===== src/rtl/regfile_pkg.sv =====
// Shared register-file constants, requester indices and the write-request record.
package regfile_pkg;

    localparam int REG_DW  = 16;
    localparam int REG_AW  = 4;
    localparam int REG_NUM = 2 ** REG_AW;

    localparam int REQ_ALU  = 0;
    localparam int REQ_LOAD = 1;
    localparam int REQ_IO   = 2;

    typedef struct packed {
        logic [REG_AW-1:0] sel;
        logic [REG_DW-1:0] data;
    } wr_req_t;

endpackage


===== src/rtl/rr_arbiter.sv =====
// Combinational round-robin arbiter with per-requester priority lock; reusable
// for any shared port (register-file write port, memory port).
module rr_arbiter #(
    parameter int N  = 3,
    parameter int PW = (N > 1) ? $clog2(N) : 1
) (
    input  logic [N-1:0]  valid,
    input  logic [N-1:0]  lock,
    input  logic          hold,
    input  logic [PW-1:0] ptr,
    output logic [N-1:0]  grant,
    output logic [PW-1:0] next_ptr
);

    localparam int unsigned NU = N;

    int unsigned idx;
    logic        found;

    // Scan ptr, ptr+1, ... with an explicit wrap so non-power-of-two N works.
    always_comb begin
        grant    = '0;
        next_ptr = ptr;
        found    = 1'b0;
        idx      = 0;
        for (int unsigned k = 0; k < NU; k++) begin
            idx = 32'(ptr) + k;
            if (idx >= NU) begin
                idx = idx - NU;
            end
            if (!found && !hold && valid[idx[PW-1:0]]) begin
                found               = 1'b1;
                grant[idx[PW-1:0]]  = 1'b1;
                if (lock[idx[PW-1:0]]) begin
                    next_ptr = idx[PW-1:0];
                end else if (idx == NU - 1) begin
                    next_ptr = '0;
                end else begin
                    next_ptr = PW'(idx + 1);
                end
            end
        end
    end

endmodule


===== src/rtl/regfile_wr_arbiter.sv =====
// Round-robin sharing of the register-file write port with a registered write
// stage and a busy bitmap. REGFILE_R0_ZERO_EN makes R0 a hardwired zero register.
module regfile_wr_arbiter
    import regfile_pkg::*;
#(
    parameter int NREQ = 3,
    parameter int DW   = REG_DW,
    parameter int AW   = REG_AW
) (
    input  logic                 clk,
    input  logic                 rst,
    input  logic [NREQ-1:0]      req_valid,
    output logic [NREQ-1:0]      req_ready,
    input  logic [NREQ-1:0]      req_lock,
    input  logic [NREQ*AW-1:0]   req_sel,
    input  logic [NREQ*DW-1:0]   req_data,
    input  logic                 hold,
    output logic                 wr_en,
    output logic [AW-1:0]        wr_sel,
    output logic [DW-1:0]        wr_data,
    output logic [2**AW-1:0]     busy
);

    localparam int PW   = (NREQ > 1) ? $clog2(NREQ) : 1;
    localparam int NREG = 2 ** AW;

    logic [PW-1:0]   rr_ptr;
    logic [PW-1:0]   next_ptr;
    logic [NREQ-1:0] grant;
    logic            any_grant;
    logic            g_write;
    logic [AW-1:0]   g_sel;
    logic [DW-1:0]   g_data;

    // Reset also blocks grants so ready stays low while rst is high.
    rr_arbiter #(
        .N  (NREQ),
        .PW (PW)
    ) u_rr (
        .valid    (req_valid),
        .lock     (req_lock),
        .hold     (hold | rst),
        .ptr      (rr_ptr),
        .grant    (grant),
        .next_ptr (next_ptr)
    );

    assign req_ready = grant;
    assign any_grant = |grant;

    always_comb begin
        g_sel  = '0;
        g_data = '0;
        for (int unsigned i = 0; i < NREQ; i++) begin
            if (grant[i]) begin
                g_sel  = req_sel[i*AW +: AW];
                g_data = req_data[i*DW +: DW];
            end
        end
    end

`ifdef REGFILE_R0_ZERO_EN
    assign g_write = any_grant && (g_sel != '0);
`else
    assign g_write = any_grant;
`endif

    always_ff @(posedge clk or posedge rst) begin
        if (rst) begin
            rr_ptr  <= '0;
            wr_en   <= 1'b0;
            wr_sel  <= '0;
            wr_data <= '0;
        end else begin
            wr_en <= g_write;
            if (any_grant) begin
                rr_ptr  <= next_ptr;
                wr_sel  <= g_sel;
                wr_data <= g_data;
            end
        end
    end

    always_comb begin
        busy = '0;
        if (wr_en) begin
            busy[wr_sel] = 1'b1;
        end
        for (int unsigned i = 0; i < NREQ; i++) begin
            if (req_valid[i]) begin
                busy[req_sel[i*AW +: AW]] = 1'b1;
            end
        end
`ifdef REGFILE_R0_ZERO_EN
        busy[0] = 1'b0;
`endif
    end

endmodule


===== config.mk =====
export PLATFORM = sky130hd
export DESIGN_NAME = regfile_wr_arbiter
export DESIGN_NICKNAME = d
export VERILOG_FILES = /design/src/rtl/regfile_pkg.sv /design/src/rtl/rr_arbiter.sv /design/src/rtl/regfile_wr_arbiter.sv
export SDC_FILE = /design/constraint.sdc
export NUM_CORES = 1
export LEC_CHECK = 0
export ABC_CLOCK_PERIOD_IN_PS = 2520
export CORE_MARGIN = 2
export CORE_UTILIZATION = 37
export DETAILED_ROUTE_END_ITERATION = 8
export GPL_TIMING_DRIVEN = 0
export PLACE_DENSITY = 0.78
export SYNTH_ARGS = -nofsm -noshare
export SYNTH_HDL_FRONTEND = slang
export SYNTH_HIERARCHICAL = 1
export SYNTH_SLANG_ARGS = --single-unit

===== constraint.sdc =====
create_clock -name clk -period 2.52 [get_ports clk]
set_input_delay 0.756 -clock clk [delete_from_list [all_inputs] [get_ports clk]]
set_output_delay 0.756 -clock clk [all_outputs]
set_load 0.03 [all_outputs]

=== Yosys cells after proc, flatten, opt, wreduce, memory -nomap -nowiden ===
Index checks and enable logic that the tools add are counted.
W data, S select, Z words.

* $add $sub $neg: 8
* Bitwise operators: 6
* Reductions and logical operators: 18
* Multiplexer cells: 53
* Equality and inequality tests: 3
* Order comparisons: 17

{| class="wikitable"
|+ Operators with widths
! operator !! count
|-
| $mux W16 || 7
|-
| $eq A32 B2 Y1 const B || 3
|-
| $mux W32 || 3
|-
| $ge A32 B2 Y1 const B || 2
|-
| $sub A32 B2 Y32 const B || 2
|-
| $or A16 B16 Y16 || 3
|-
| $lt A4 B5 Y1 const B || 4
|-
| $mux W2 || 9
|-
| $demux W1 S4 || 4
|-
| $ge A4 B1 Y1 const B || 4
|-
| $mux W1 || 15
|-
| $bmux W1 S2 || 6
|-
| $logic_and A1 B1 Y1 || 12
|-
| $mux W4 || 3
|-
| $lt A2 B3 Y1 const B || 3
|-
| $mux W3 || 3
|-
| $add A2 B1 Y2 const B || 3
|-
| $demux W1 S2 || 3
|-
| $ge A2 B1 Y1 const B || 3
|-
| $or A3 B3 Y3 || 2
|-
| $add A2 B1 Y3 const B || 1
|-
| $add A2 B2 Y3 const B || 1
|-
| $logic_not A1 Y1 || 3
|-
| $reduce_bool A3 Y1 || 1
|-
| other kinds (5) || 5
|}

* Output and inout bits: 40
* Word-level logic and storage cells: 109
* Bits of input ports: 69
* Flip-flop bits (word level): 23

=== Longest topological paths before layout ===
Gate-level depths: netlist of run 1.

* Depth after elaboration: 17
* Depth in mapped cells: 12
* Gate-level depth less buffers: 10

=== Cells and area by module ===
The synthesis of run 1 kept the hierarchy.

{| class="wikitable"
|+ By module, submodules not included
! module !! instances !! seq. area each (um2) !! area an instance (um2) !! cells an instance
|-
| regfile_wr_arbiter || 1 || 575.6 || 1610.3 || 175
|-
| rr_arbiter || 1 || 0.0 || 528.0 || 68
|}

=== Worst setup path after synthesis of run 1 ===
OpenSTA, ideal clock, no wires.

* Path kind: input-to-reg
* From: input port req_valid[2]
* To: register wr_data[0]
* Slack: -243 ps
* Stages: 9
* Path buffers: 1
* Library setup time: 83 ps
* Required time: 2437 ps
* Arrival: 2680 ps
* Path through: and3b_1 -> a31oi_1 -> o32a_1 -> nor3_4 -> a221o_1 -> nor2b_1 -> clkbuf_1 -> a22oi_1 -> o21ai_0

* Longest elaborated chain between the ends: 15
* Elaborated cells between the ends (all ways): 24
* Those cells by class: mux: 14; bitwise: 2; reduce/logical: 8

{| class="wikitable"
|+ RTL lines
! element !! RTL line !! source
|-
| start, declared || regfile_wr_arbiter.sv:12 || <nowiki>input logic [NREQ-1:0] req_valid,</nowiki>
|-
| $bmux W1 S2 || rr_arbiter.sv:31 || <nowiki>if (!found && !hold && valid[idx[PW-1:0]]) begin</nowiki>
|-
| $mux W1 (implied by the code) || rr_arbiter.sv:31 ||
|-
| $logic_and A1 B1 Y1 || rr_arbiter.sv:31 ||
|-
| $mux W1 || rr_arbiter.sv:31 ||
|-
| $logic_not A1 Y1 || rr_arbiter.sv:31 ||
|-
| $logic_and A1 B1 Y1 (2 in series) || rr_arbiter.sv:31 ||
|-
| $mux W1 || rr_arbiter.sv:31 ||
|-
| $logic_not A1 Y1 || rr_arbiter.sv:31 ||
|-
| $logic_and A1 B1 Y1 (2 in series) || rr_arbiter.sv:31 ||
|-
| $mux W3 * || rr_arbiter.sv:31 ||
|-
| named net req_ready[0] || regfile_wr_arbiter.sv:13 || <nowiki>output logic [NREQ-1:0] req_ready,</nowiki>
|-
| $mux W16 (3 in series) || regfile_wr_arbiter.sv:55 || <nowiki>if (grant[i]) begin</nowiki>
|-
| end signal, assigned || regfile_wr_arbiter.sv:79 || <nowiki>wr_data <= g_data;</nowiki>
|-
| end, declared || regfile_wr_arbiter.sv:20 || <nowiki>output logic [DW-1:0] wr_data,</nowiki>
|}

The timed path passes the listed nets; every way through them passes the cells marked *. The select of a mux whose other input is x is not followed.
A chain may end at the register's enable or synchronous reset.

=== Worst setup path in the final report of run 1 ===
* From: register rr_ptr[0]
* To: output port req_ready[2]

* Longest elaborated chain between the ends: 14
* Elaborated cells between the ends (all ways): 46
* Those cells by class: add/sub: 5; order compare: 9; mux: 20; bitwise: 2; reduce/logical: 10

{| class="wikitable"
|+ RTL lines
! element !! RTL line !! source
|-
| start, declared || regfile_wr_arbiter.sv:27 || <nowiki>logic [PW-1:0] rr_ptr;</nowiki>
|-
| start signal, assigned || regfile_wr_arbiter.sv:77 || <nowiki>rr_ptr <= next_ptr;</nowiki>
|-
| parallel branches: the longest is 13 deep, another holds $sub A32 B2 Y32 || - ||
|-
| $mux W3 * || rr_arbiter.sv:31 ||
|-
| end, declared || regfile_wr_arbiter.sv:13 ||
|}

Every way passes the cells marked *. The select of a mux whose other input is x is not followed.

==> results of run 1 <==
==> final cells by class <==
cell class,count,share of cell area (%)
inverters,10,1.09
multi-input cells,195,44.8
flip-flops and latches,23,15.2
clock inverters,1,0.132
clock buffers,3,1.09
repair buffers,129,32.1
well taps,72,2.37
plain buffers,13,3.13
==> worst paths after layout <==
check,slack (ps),cells after the start,startpoint,end
min in group asynchronous,1000,2,rst,wr_sel[3]$_DFFE_PP0P_
max in group asynchronous,910,2,rst,rr_ptr[0]$_DFFE_PP0P_
max,-460,9,rr_ptr[0]$_DFFE_PP0P_,req_ready[2]
min reg2reg,510,2,wr_data[14]$_DFFE_PP0P_,wr_data[14]$_DFFE_PP0P_
max reg2reg,-290,12,rr_ptr[1]$_DFFE_PP0P_,rr_ptr[0]$_DFFE_PP0P_
min,510,2,wr_data[14]$_DFFE_PP0P_,wr_data[14]$_DFFE_PP0P_
==> placed cells by master, fill, tap and decap left out, types with 7 or more instances in the layout <==
cell	synthesis	routed
clkdlybuf4s50_1	0	74
a22oi_1	45	35
buf_6	3	24
dfrtp_1	23	21
o21ai_1	1	20
buf_4	0	15
buf_2	2	14
a22oi_2	0	10
nand2_1	12	10
inv_1	10	7
a221o_1	8	7
==> timing repair <==
action | CTS | global route
cloned | 0 | 3
pin swaps | 15 | 13
buffers inserted | 16 | 3
setup endpoints to repair | 42 | 38
gates resized for setup | 227 | 79
==> power groups by stage <==
stage	sequential [mW]	clock, mW	combinational [mW]
after floorplan	0.980	0	1.07
after global placement	0.708	0	2.10
after detailed placement	0.712	0	2.13
after CTS	0.723	0.233	2.41
after global routing	0.753	0.247	2.83
final	0.738	0.230	2.69
==> cell families after synthesis <==
kind of cell    count (synthesis)
compound gates                118
simple gates                   64
buf+inv                        25
flops                          23
mux                             9
fa+ha+maj                       4
==> layer usage <==
| metal | part of all wire (%) | global-route usage, % | vias up | wire (µm) |
|---|---|---|---|---|
| met2 | 49 | 40.2 | 141 | 4130 |
| li1 | - | - | 1248 | - |
| met1 | 41 | 30.1 | 1267 | 3460 |
| met3 | 8.3 | 5.66 | 9 | 701 |
| met4 | 1.4 | 8.81 | 0 | 118 |
| met5 | 0 | 0 | - | 0 |
==> critical path: stages, from the launching register on <==
cell	delay (ps)
dfrtp_2	450
buf_4	150
ha_2	180
buf_12	130
nand3b_1	220
o21ai_4	140
nor3_4	80
a22o_1	260
a21o_4	210
buf_8	140
==> sequential cells by signal, summed over array words and instances, names as in the netlist <==
register  count
wr_data      16
wr_sel        4
wr_en         1
rr_ptr        2
==> through the flow <==
stage          setup slack (ps)  utilization, %
6_report                   -459            68.5
3_5_place_dp              -1460            60.3
3_3_place_gp              -1450            60.3
2_1_floorplan              -138               -
4_1_cts                    -434            65.1
5_1_grt                    -490            68.5
==> results.json, run 1 <==
{
  "synth_top_family_by_area": "compound AO/OA/AOI/OAI gates",
  "finalPower_mw": 3.65,
  "worst_pin_slew_ps": 895,
  "clkLatencyLatePin_ps": 270,
  "postCtsHoldBufs": 0,
  "routed_wl_mm": 8.41,
  "drive_gt1_share_pct": 35.0,
  "boundaryPins": 109,
  "synth_warnings": 6,
  "pwr_density_cell_nw_per_um2": 962,
  "combPwrFrac_pct": 73.5,
  "fin_crit_ps": 2980,
  "clock_skew_ps": 6.18,
  "fmaxAchievable_mhz": 336,
  "synth_xor_area_share_pct": 0,
  "antenna_found_initial": 0,
  "end_kind": "output pin",
  "place_congestion": 0.839,
  "grt-ovfl-total": 0,
  "fillCellCount": 451,
  "slew_headroom_pct": 40.3,
  "fin_crit_sh_pct": 118,
  "multi_input_area_um2": 1700,
  "wl_per_cell_um": 18.9,
  "p_seq_share_pct": 20.2,
  "cts_tree": "yes",
  "synth_top_cell_by_area": "dfrtp_1",
  "ant_nets": 0,
  "ys.flop_type": "dfrtp_1",
  "fin_nets": 448,
  "min_path_type": "register to register",
  "grt_max_degree": 24,
  "p_sw_mw": 1.72,
  "ys_seq_elements": 23,
  "synth_nets": 316,
  "portBuffers": 108,
  "htree_num_levels": 1,
  "grt_pass1_vias": 2561,
  "synthTopCellsByArea": "dfrtp_1, a22oi_1, o21ai_0, a221o_1, o221ai_1",
  "placementRows": 27,
  "viasPerCell": 5.98,
  "setup_tns_ps": -6280,
  "synthAdderAreaFrac_pct": 2.34,
  "outcome": "finished with violations",
  "p_leak_nw": 1.52,
  "antenna_cells": 0,
  "synth_top_area_share_pct": 26.9,
  "synth_simple_gate_area_share_pct": 18.4,
  "die_height_um": 80.0,
  "synth_area_um2": 2140,
  "max-cap-violations": 0,
  "synth.area.mux_share_pct": 4.56,
  "hpwl_mm": 5.68,
  "required_ps": 1760,
  "finalSetupViolCount": 27,
  "gr-usage-all-layers_pct": 24.1,
  "synth.distinct_cells": 54,
  "register_area_um2": 578,
  "setup_ws_ps": -459,
  "hold_viol_final": 0,
  "whs_ps": 512,
  "crit_fanout": 9,
  "cts_buffer_depth": 2,
  "fin_cells": 446,
  "synth_compound_area_share_pct": 41.0,
  "die-area_um2": 6400,
  "start_util_pct": 38.6,
  "drtPass1Iterations": 4,
  "vias": 2665,
  "stdcell_area_um2": 3800,
  "clkTransAtPathRegs_ps": 90,
  "synth_commonest_cells": "a22oi_1, dfrtp_1, o21ai_0",
  "clock_tree.root_cell": "clkbuf_8",
  "rsz0062_at_grt": "yes",
  "chipWidth_um": 80.0,
  "drc": 0,
  "clockPowerShare_pct": 6.3,
  "cp.arrival_ps": 2220,
  "critPathKind": "register to output pin",
  "syn_to_final_growth_pct": 77.6,
  "netlist_instances": 243,
  "yosysSeqAreaShare_pct": 26.9,
  "switching_share_pct": 47.1,
  "core_um2": 5540,
  "violations": "setup timing",
  "dp_cells": 423,
  "slew_violations": 0,
  "synth_edf_count": 0,
  "grt_pass1_wl_mm": 12.3,
  "clock_sinks": 23,
  "yosysMostFrequentCell": "a22oi_1",
  "placed_area_um2": 3340,
  "irDropWorstVdd_mv": 0.580,
  "cts_made_buffers": 3,
  "synth_area_per_cell_um2": 8.80,
  "dr.first_iter.drc_count": 220,
  "internal_power_mw": 1.93,
  "crit_path_start_kind": "register",
  "synthArstFlopShare_pct": 100
}
Power figures use the tool's default switching activity.
==> inputs of run 2 (changes only) <==
--- a/config.mk
+++ b/config.mk
@@ -5,12 +5,13 @@
 export SDC_FILE = /design/constraint.sdc
 export NUM_CORES = 1
 export LEC_CHECK = 0
+export ABC_AREA = 1
 export ABC_CLOCK_PERIOD_IN_PS = 2520
 export CORE_MARGIN = 2
-export CORE_UTILIZATION = 37
+export CORE_UTILIZATION = 38
 export DETAILED_ROUTE_END_ITERATION = 8
 export GPL_TIMING_DRIVEN = 0
-export PLACE_DENSITY = 0.78
+export PLACE_DENSITY = 0.77
 export SYNTH_ARGS = -nofsm -noshare
 export SYNTH_HDL_FRONTEND = slang
 export SYNTH_HIERARCHICAL = 1
==> results.json, run 2 <==
{
  "syn_to_final_growth_pct": 60.2,
  "layout_commonest_cell": "nand2_1",
  "synth.distinct_cells": 24,
  "end_kind": "output pin",
  "rr_endpoint": "wr_data[14]$_DFFE_PP0P_",
  "synth_warnings": 6,
  "largest_register": "wr_data",
  "yosysMostFrequentCell": "nand2_1",
  "netlist_instances": 440,
  "mostFrequentLayoutCells": "nand2_1, nor2_1, clkdlybuf4s50_1, nand3_1, inv_1",
  "finalSetupViolCount": 3,
  "synth_area_um2": 2410,
  "synthArstFlopShare_pct": 100,
  "slew_violations": 0,
  "crit_chain": "inv_4 > ha_4 > inv_4 > nand2_4 > nand3_4 > nand2_4 > nand2_4 > nor2_4 > inv_4 > o21ai_4 > buf_6",
  "crit_path_start_kind": "register",
  "slew_headroom_pct": 40.2,
  "cts_made_buffers": 3,
  "setup_tns_ps": -654,
  "fmaxAchievable_mhz": 362,
  "grtUsageMet2_pct": 42.5,
  "yosysSeqAreaShare_pct": 23.9,
  "synth_area_per_cell_um2": 5.47,
  "largest_reg_flops": 16,
  "dr.first_iter.drc_count": 219,
  "gr-usage-all-layers_pct": 24.0,
  "die-area_um2": 6990,
  "cpPeakStageDelay_ps": 470,
  "r2r_setup_slack_ps": 70,
  "fin_cells": 639,
  "synth_top_area_share_pct": 23.9,
  "synth_top_cell_by_area": "dfrtp_1",
  "synthTopCellsByArea": "dfrtp_1, nand2_1, nor2_1, nand3_1, inv_1",
  "irDropWorstVdd_mv": 0.645,
  "cpLargestDelayFamily": "simple AND/OR/NAND/NOR gates",
  "critPathKind": "register to output pin",
  "crit_start": "rr_ptr[1]$_DFFE_PP0P_",
  "required_ps": 1760,
  "drc": 0,
  "boundaryPins": 109,
  "max-cap-violations": 0,
  "viasPerCell": 5.08,
  "postCtsHoldBufs": 0,
  "clock_sinks": 23,
  "fin_crit_ps": 2760,
  "synth_simple_gate_area_share_pct": 50.5,
  "reg_top3": "wr_data (16), wr_sel (4), rr_ptr (2)",
  "synth_xor_area_share_pct": 0,
  "ys.flop_type": "dfrtp_1",
  "cp.depth": 11,
  "htree_num_levels": 1,
  "core_um2": 6030,
  "reg2reg_depth": 16,
  "synthAdderAreaFrac_pct": 2.08,
  "worstHoldStart": "wr_data[9]$_DFFE_PP0P_",
  "antenna_cells": 0,
  "synth_commonest_cells": "nand2_1, nor2_1, nand3_1",
  "portBuffers": 108,
  "clkLatencyLatePin_ps": 260,
  "start_util_pct": 40.0,
  "reg2reg_from": "rr_ptr[0]$_DFFE_PP0P_",
  "ys_seq_elements": 23,
  "path_buf_inv": 4,
  "chipWidth_um": 83.6,
  "grt_pass1_vias": 3006,
  "clkTransAtPathRegs_ps": 80,
  "place_congestion": 0.917,
  "synth.area.mux_share_pct": 0,
  "synth_top_family_by_area": "simple AND/OR/NAND/NOR gates",
  "cp.arrival_ps": 2010,
  "place_ws_ps": -1250,
  "wl_per_cell_um": 13.7,
  "die_height_um": 83.6,
  "synth_compound_area_share_pct": 12.6,
  "synth_edf_count": 0,
  "placementRows": 28,
  "grt_max_degree": 24,
  "routed_wl_mm": 8.77,
  "slowest_stage": "dfrtp_2",
  "drive_gt1_share_pct": 20.0,
  "grt_pass1_wl_mm": 14.0,
  "antenna_found_initial": 0,
  "dp_cells": 623,
  "fin_nets": 638,
  "synth_nets": 513,
  "cts_tree": "yes",
  "cts_buffer_depth": 2,
  "hpwl_mm": 6.62,
  "vias": 3243,
  "setup_ws_ps": -241,
  "hold_viol_final": 0,
  "use_met3_pct": 4.15,
  "fillCellCount": 587,
  "crit_fanout": 6,
  "worst_pin_slew_ps": 896,
  "ant_nets": 0,
  "fin_crit_sh_pct": 110,
  "min_path_type": "register to register",
  "rsz0062_at_grt": "yes",
  "post-route-util_pct": 64.0,
  "outcome": "finished with violations",
  "grt-ovfl-total": 0,
  "clock_tree.root_cell": "clkbuf_8",
  "drtPass1Iterations": 5,
  "crit_end": "req_ready[0]",
  "top_usage_layer": "met2",
  "finalPower_mw": 3.54,
  "p_leak_nw": 1.93,
  "violations": "setup timing",
  "grt_util_met1_pct": 30.4,
  "clock_skew_ps": 4.95,
  "pwr_density_cell_nw_per_um2": 918
}
run 2: worst reg2reg max path, stage by stage (launching register included):
cell and delay (ps):
dfrtp_1 420, buf_6 150, ha_4 190, inv_4 90
nand2_4 60, nand3_4 90, nand2_4 80, nand3_4 90
clkinv_4 80, a22oi_2 190, o21ai_4 90, buf_4 140
buf_6 130, nor3_4 260, buf_6 180, nand2_1 60
nand2_1 80
run 2: cell families after synthesis:
logic type	after synthesis
fa+ha+maj	4
compound gates	58
simple gates	295
flops	23
buf+inv	60
run 2: worst min path at each step:
stage	end	slack, ps	depth (start not counted)
6_report	wr_data[9]$_DFFE_PP0P_	490	2
3_5_place_dp	wr_data[10]$_DFFE_PP0P_	470	2
4_1_cts	wr_data[7]$_DFFE_PP0P_	490	2
3_3_place_gp	wr_data[0]$_DFFE_PP0P_	460	2
5_1_grt	wr_data[0]$_DFFE_PP0P_	510	2
2_1_floorplan	rr_ptr[0]$_DFFE_PP0P_	500	2
run 2: report_power, final:
| part | internal [mW] | switching (mW) |
|---|---|---|
| registers | 0.556 | 0.162 |
| clock network | 0.113 | 0.117 |
| logic | 1.05 | 1.54 |
| total | 1.72 | 1.82 |
run 2: per-stage QoR:
stage / instance area, µm² / hold WS, ps
after detailed placement: 3620 / 471
after floorplan: 2440 / 504
final: 3860 / 492
after global placement: 3620 / 463
after CTS: 3760 / 492
after global routing: 3860 / 512
run 2: layout make-up:
cell class / instances / area [µm²] / share of cell area (%)
Multi-Input combinational cell: 357 / 1790 / 46.4
Buffer: 12 / 92.6 / 2.40
Clock buffer: 4 / 45.0 / 1.17
Sequential cell: 23 / 577 / 15.0
Tap cell: 75 / 93.8 / 2.43
Timing Repair Buffer: 120 / 1050 / 27.4
Inverter: 48 / 203 / 5.26
run 2: routing by layer:
layer,wire length (µm),vias to the layer above,share of wire (%)
li1,-,1635,-
met1,3620,1476,41
met2,4510,115,51
met3,487,17,5.6
met4,148,0,1.7
met5,0,-,0
run 2: what timing repair did:
item / CTS / global route
gates resized for setup: 171 / 50
buffers inserted: 8 / 4
pin swaps: 12 / 15
setup endpoints to repair: 42 / 31
